File: src/rtl/gf2_div21.sv
// GF(2) polynomial long divider: 21-bit dividend by 11-bit divisor, one quotient
// bit position per cycle, producing quotient, remainder and a divide-by-zero flag.
module gf2_div21 (
  input  logic        clk,
  input  logic        rst,
  input  logic        start,
  input  logic [20:0] n,
  input  logic [10:0] dvs,
  output logic        busy,
  output logic        done,
  output logic [20:0] q,
  output logic [9:0]  r,
  output logic        err
);

  localparam int unsigned NW  = 21;
  localparam int unsigned DW  = 11;
  localparam int unsigned RW  = 10;
  localparam int unsigned KW  = 5;
  localparam int unsigned DGW = 4;

  typedef enum logic [1:0] {IDLE, DIV, DONE} state_t;

  state_t          state_q, state_d;
  logic [NW-1:0]   w_q, w_d;
  logic [NW-1:0]   q_q, q_d;
  logic [DW-1:0]   dvs_q, dvs_d;
  logic [DGW-1:0]  d_q, d_d;
  logic [KW-1:0]   k_q, k_d;
  logic            err_q, err_d;
  logic            busy_q, busy_d;
  logic            done_q, done_d;

  logic [DGW-1:0]  msb_c;
  logic [KW-1:0]   sh_c;
  logic [NW-1:0]   w_sh_c;

  // Priority encoder: index of the highest set divisor bit
  always_comb begin
    msb_c = '0;
    for (int i = 0; i < int'(DW); i++) begin
      if (dvs[i]) msb_c = DGW'(i);
    end
  end

  always_comb begin
    state_d = state_q;
    w_d     = w_q;
    q_d     = q_q;
    dvs_d   = dvs_q;
    d_d     = d_q;
    k_d     = k_q;
    err_d   = err_q;
    busy_d  = busy_q;
    done_d  = 1'b0;
    sh_c    = k_q - KW'(d_q);
    w_sh_c  = w_q >> k_q;

    unique case (state_q)
      IDLE: begin
        if (start) begin
          busy_d = 1'b1;
          dvs_d  = dvs;
          d_d    = msb_c;
          q_d    = '0;
          k_d    = KW'(NW - 1);
          err_d  = (dvs == '0);
          // A zero divisor skips the division; W is cleared so r reports 0
          if (dvs == '0) begin
            w_d     = '0;
            state_d = DONE;
          end else begin
            w_d     = n;
            state_d = DIV;
          end
        end
      end
      DIV: begin
        if ((k_q >= KW'(d_q)) && w_sh_c[0]) begin
          w_d = w_q ^ (NW'(dvs_q) << sh_c);
          q_d = q_q | (NW'(1) << sh_c);
        end
        if (k_q == '0) begin
          state_d = DONE;
        end else begin
          k_d = k_q - KW'(1);
        end
      end
      DONE: begin
        done_d  = 1'b1;
        busy_d  = 1'b0;
        state_d = IDLE;
      end
      default: state_d = IDLE;
    endcase
  end

  always_ff @(posedge clk) begin
    if (rst) begin
      state_q <= IDLE;
      w_q     <= '0;
      q_q     <= '0;
      dvs_q   <= '0;
      d_q     <= '0;
      k_q     <= '0;
      err_q   <= 1'b0;
      busy_q  <= 1'b0;
      done_q  <= 1'b0;
    end else begin
      state_q <= state_d;
      w_q     <= w_d;
      q_q     <= q_d;
      dvs_q   <= dvs_d;
      d_q     <= d_d;
      k_q     <= k_d;
      err_q   <= err_d;
      busy_q  <= busy_d;
      done_q  <= done_d;
    end
  end

  assign busy = busy_q;
  assign done = done_q;
  assign q    = q_q;
  assign r    = w_q[RW-1:0];
  assign err  = err_q;

endmodule

File: config.mk
export PLATFORM = sky130hd
export DESIGN_NAME = gf2_div21
export DESIGN_NICKNAME = d
export VERILOG_FILES = /design/src/rtl/gf2_div21.sv
export SDC_FILE = /design/constraint.sdc
export NUM_CORES = 1
export LEC_CHECK = 0
export CORE_MARGIN = 5
export CORE_UTILIZATION = 49
export CTS_CLUSTER_DIAMETER = 40
export DETAILED_ROUTE_END_ITERATION = 12
export PLACE_DENSITY_LB_ADDON = 0.12
export SKIP_LAST_GASP = 1
export SYNTH_ARGS = -nofsm -noshare
export SYNTH_HDL_FRONTEND = slang
export SYNTH_SLANG_ARGS = --single-unit
File: constraint.sdc
create_clock -name clk -period 2.6 [get_ports clk]
set_input_delay 0.65 -clock clk [delete_from_list [all_inputs] [get_ports clk]]
set_output_delay 0.65 -clock clk [all_outputs]
set_load 0.05 [all_outputs]
Yosys cells after proc, flatten, opt, wreduce, memory -nomap -nowiden
Index checks and enable logic that the tools add are counted.
{"block": "totals", "output_inout_bits": 34, "inputBits": 35, "reg_bits": 67, "word_cells": 61}
{"block": "classes", "mux": 27, "shift": 3, "n_eq_ne": 6, "n_reduce_logical": 11, "add_sub_neg": 2, "bitwise": 2, "n_lt_le_gt_ge": 1}
{"cell": "21-bit 2-to-1 mux", "count": 5}
{"cell": "21-bit case mux with 2 select lines", "count": 2}
{"cell": "4-bit 2-to-1 mux", "count": 9}
{"cell": "21-bit OR", "count": 1}
{"cell": "1-bit by 5-bit left shift with 21-bit output, first input constant", "count": 1}
{"cell": "11-bit by 5-bit left shift with 21-bit output", "count": 1}
{"cell": "21-bit by 5-bit >> shifter with 1-bit output", "count": 1}
{"cell": "21-bit bitwise XOR", "count": 1}
{"cell": "11-bit logical NOT", "count": 1}
{"cell": "5-bit 2-to-1 mux", "count": 2}
{"cell": "5-bit case mux with 2 select lines", "count": 1}
{"cell": "2-bit inequality test, second input constant", "count": 4}
{"cell": "2-bit 2-to-1 mux", "count": 3}
{"cell": "2-bit AND reduction", "count": 3}
{"cell": "3-bit AND reduction", "count": 2}
{"cell": "5-bit by 4-bit >= comparator with 1-bit output", "count": 1}
{"cell": "5-bit logical NOT", "count": 1}
{"cell": "5-bit by 1-bit subtractor with 5-bit output, second input constant", "count": 1}
{"cell": "5-bit by 4-bit subtractor with 5-bit output", "count": 1}
{"cell": "2-bit case mux with 2 select lines", "count": 1}
{"cell": "2-bit nonzero test", "count": 2}
{"cell": "1-bit 2-to-1 mux", "count": 3}
{"cell": "2-bit by 1-bit == test with 1-bit output, second input constant", "count": 1}
{"cell": "2-bit == test, second input constant", "count": 1}
{"cell": "other kinds (3)", "count": 3}

Depth between registers and ports, before layout
{"block": "depth", "depth_word": 10, "ltp_mapped": 12, "ltp_nobuf": 11}

Worst setup path before layout
Ideal clock, no wire load.
{"block": "synth_timing", "kind": "reg2reg", "start": "register k_q[0]", "end": "register w_q[10]", "synth_period_minus_slack_ps": 2844, "slack_ps": -244, "setup_time_ps": 71, "arrival_ps": 2773, "t_required_ps": 2529, "path_stages_with_launch": 12, "path_cell_list": "dfxtp_1 -> inv_1 -> ha_1 -> inv_1 -> fa_1 -> clkbuf_1 -> buf_1 -> mux2i_1 -> nor2_1 -> a2111oi_0 -> o21ai_0 -> a21oi_1"}
{"block": "synth_between", "elab_chain_len": 5, "elab_cells_between_ends": 10, "classes_between": "add/sub (1); order compare (1); eq/ne (1); shift (2); mux (2); bitwise (1); reduce/logical (2)"}
{"item": "start, declared", "line": "29", "source": "logic [KW-1:0] k_q, k_d;"}
{"item": "start signal, assigned", "line": "115", "source": "k_q <= k_d;"}
{"item": "5-bit by 4-bit subtractor with 5-bit output", "line": "56", "source": "sh_c = k_q - KW'(d_q);"}
{"item": "11-bit by 5-bit left shift with 21-bit output", "line": "80", "source": "w_d = w_q ^ (NW'(dvs_q) << sh_c);"}
{"item": "21-bit bitwise XOR", "line": "80"}
{"item": "21-bit 2-to-1 mux", "line": "79", "source": "if ((k_q >= KW'(d_q)) && w_sh_c[0]) begin"}
{"item": "21-bit case mux with 2 select lines", "line": "59", "source": "unique case (state_q)"}
{"item": "end signal, assigned", "line": "111", "source": "w_q <= w_d;"}
{"item": "end, declared", "line": "25", "source": "logic [NW-1:0] w_q, w_d;"}
Parallel ways exist; a longest one is shown, timed or not. The select of a mux whose other input is x is not followed.
A chain may end at the register's enable or synchronous reset.

Final worst setup path
{"block": "layout_timing", "start": "register k_q[0]", "end": "register w_q[13]"}
Same word-level chain as after synthesis.

==> metrics.md <==
| Metric | Value |
|---|---|
| CTS Root Cell | `clkbuf_8` |
| Max cap viols | `0` |
| Maximum vdd drop | `0.000441 V` |
| Number of max-slew violations in the final report | `0` |
| Cells after DPL | `712` |
| Area of the core | `0.00826 sq mm` |
| Hold-critical path depth | `2` |
| I/O pin count | `69` |
| Deepest level of the CTS H-tree | `3` |
| Worst clock skew on the final layout | `12.9 ps` |
| Number of global-route vias before repair | `4,250` |
| Post-synth EDFFs | `0` |
| Clock tree from TritonCTS | `yes` |
| Final routed DRC violation total | `0` |
| Hold worst-path end | `err` |
| CTS buffer count | `9` |
| Reg2Reg Depth | `10` |
| Synthesized Nets | `569` |
| Wire length per cell | `17.6 um` |
| Number of clock sinks seen by CTS | `67` |
| Global-route wire length before repair | `20,900 um` |
| Crit Path Max Fanout | `5` |
| Power per Cell Area | `755 mW/mm^2` |
| Clock period minus final worst setup slack | `2580 ps` |
| Overall routing resource usage | `0.253` |
| Highest attainable clock frequency | `387 MHz` |
| HP Start | `err` |
| Worst reg2reg endpoint | `w_q[13]` |
| Relative slew slack | `0.652` |
| Number of buffers inserted by port buffering | `68` |
| Post-route design area | `0.00573 sq mm` |
| Dpl ws | `-105 ps` |
| Maximum number of buffers from clock root to sink | `2` |
| Antenna violation net count after detailed routing | `0` |
| Library cell with the highest instance count after synthesis | `nor2_1` |
| Area growth, synth to finish | `37.0%` |
| Register bit total from synthesis | `67` |
| Largest net degree at the start of global routing | `30` |
| CP startpoint kind | `flip-flop` |
| Routed vias | `4,368` |
| Number of warning messages in the yosys log | `0` |
| Post-placement cell area | `0.00525 sq mm` |
| Average via count per standard cell | `5.91` |
| Worst setup slack for register-to-register paths | `20 ps` |
| Overall overflow remaining after global route | `0` |
| Drt initial violations | `322` |
| Area leader, netlist | `dfxtp_1` |
| Final Setup Violations | `0` |
| Unique cell type count in the Yosys netlist | `63` |
| Most common flop cell mapped by yosys | `dfxtp_1` |
| Final nets | `671` |
| Share of cells above drive strength 1 | `0.230` |
| Die Span X | `102 um` |
| Height of the die | `102 um` |
| Data required time at the worst endpoint | `2860 ps` |
| Number of placement rows | `33` |
| Tightest Hold Check Type | `reg2reg` |
| Area share of the leading cell type in the synthesized netlist | `0.321` |
| Worst-path clk slew | `80 ps` |
| ANT cells | `0` |
| Number of antenna violations at the first check in global routing | `0` |
| Largest cells by area after synthesis | `dfxtp_1 32%, nor2_1 6.9%, a21oi_1 5.0%` |
| Initial core utilization | `0.507` |
| Half-perimeter wire length of the detailed placement result | `9620 um` |
| RSZ-0062 raised after global routing | `yes` |
| Async S/R FF share, synth | `0` |
| Kind of critical path | `reg2reg` |
| Cell types with the highest counts after synthesis | `77 x nor2_1, 67 x dfxtp_1, 42 x a21oi_1, 41 x nand2_1, 28 x nor3_1` |
| Core occupancy in the finished layout | `0.694` |
| Share of the yosys chip area belonging to registers | `0.321` |
| Startpoint of the worst register-to-register path | `k_q[0]` |
| Measured slew at the worst slew-check pin | `520 ps` |
| Total Wirelength | `13,000 um` |
| Die area | `0.0105 sq mm` |
| Clock latency on the worst-skew pair | `350 ps` |
| Post-synthesis cell count | `527` |
| Final Worst Setup Slack | `18.0 ps` |
| Netlist area before placement | `0.00418 sq mm` |
| Static power due to leakage | `0.00217 uW` |
| Final Wtd Congestion | `0.948` |
| Post-Syn Area per Cell | `7.94 sq um` |
| DR pass1 iterations | `5` |
| Kind of capture point of the worst setup path | `flip-flop` |
| Arrival time reported for the critical path endpoint | `2850 ps` |
| Finished Layout Cells | `739` |
| Result of the run | `complete, no violations` |
| Tcrit/Tclk final | `0.993` |
| Final hold violation count | `0` |
worst max path at each step:
stage               to  cells after the start  startpoint  slack (ps)
2_1_floorplan  w_q[10]                     11      k_q[0]           1
3_3_place_gp     q[13]                      9      k_q[1]        -100
3_5_place_dp      q[3]                     10      k_q[0]        -100
4_1_cts        w_q[13]                     10      k_q[0]         -30
5_1_grt        w_q[13]                     10      k_q[0]         -80
6_report       w_q[13]                     10      k_q[0]          20
final cells by class:
cell class	count	area (sq um)
sequential	67	1350
fill	700	2530
clock buffer	10	128
clock inverter	6	90.1
inverter	13	53.8
tap	105	131
multi-input combinational	400	2720
timing repair buffer	138	1270
registers in the layout (all words and copies together) (netlist names):
| register | count |
|---|---|
| busy | 1 |
| d_q | 4 |
| done | 1 |
| dvs_q | 11 |
| err | 1 |
| k_q | 5 |
| q | 21 |
| state_q | 2 |
| w_q | 21 |
placed cells by master (no fill, tap or decap), types with 6 or more instances in the layout:
master	Yosys	routed
nand2_1	41	40
o21ai_1	3	9
nor2_2	2	6
nor3_1	28	26
mux2i_1	21	19
nand3_1	11	11
nor2_1	77	71
buf_4	14	63
xor2_1	8	8
o21ai_0	18	11
a21o_1	7	6
a21oi_1	42	40
clkbuf_8	0	9
dfxtp_1	67	64
a221oi_1	13	11
clkdlybuf4s50_1	0	68
inv_1	12	10
mux2_2	8	7
a31oi_1	23	23
nand2b_1	6	6
worst max-delay path, stage by stage, from the launching register on:
cell      delay [ps]
dfxtp_2          330
inv_2             60
ha_4             130
inv_2             30
fa_2             610
clkinv_4          90
mux2_4           320
mux4_2           530
nor3_4           140
a211oi_2          50
o31ai_1          200
logic make-up (layout without fill, tap and decap cells):
kind of cell,Yosys count,count (layout),synth area share
simple gates,196,196,0.214
compound gates,148,148,0.233
flops,67,67,0.321
mux,34,34,0.0987
fa+ha+maj,7,7,0.0227
buf+inv,60,167,0.0754
xor+xnor,15,15,0.0359
timing repair:
item / 4_1_cts / 5_1_grt
hold buffers: 0 / 0
endpoints found under the setup margin: 41 / 40
gates resized for setup: 17 / 34
pin swaps: 14 / 16
cloned: 0 / 0
setup buffers: 7 / 4
metrics by stage:
| stage | TNS, ps | hold WS [ps] | power (uW) |
|---|---|---|---|
| after floorplan | 0 | 441 | 2480 |
| after global placement | -2130 | 441 | 3110 |
| after detailed placement | -1910 | 447 | 3130 |
| after CTS | -46.5 | 459 | 4170 |
| after global routing | -438 | 502 | 4560 |
| final | 0 | 458 | 4330 |
per-layer routing:
| layer | vias up | global-route usage | part of all wire |
|---|---|---|---|
| met5 | - | 0 | 0 |
| met1 | 2073 | 0.320 | 0.43 |
| met4 | 0 | 0.0918 | 0.026 |
| met3 | 31 | 0.0485 | 0.067 |
| li1 | 2106 | - | - |
| met2 | 158 | 0.427 | 0.48 |
power by group:
group          switching [uW]  total [uW]  leakage [uW]  internal [uW]
Sequential                103        1220      0.000548           1120
Combinational            1210        2130       0.00151            925
Clock                     429         971      0.000106            542
(Power assumes the default switching activity.)
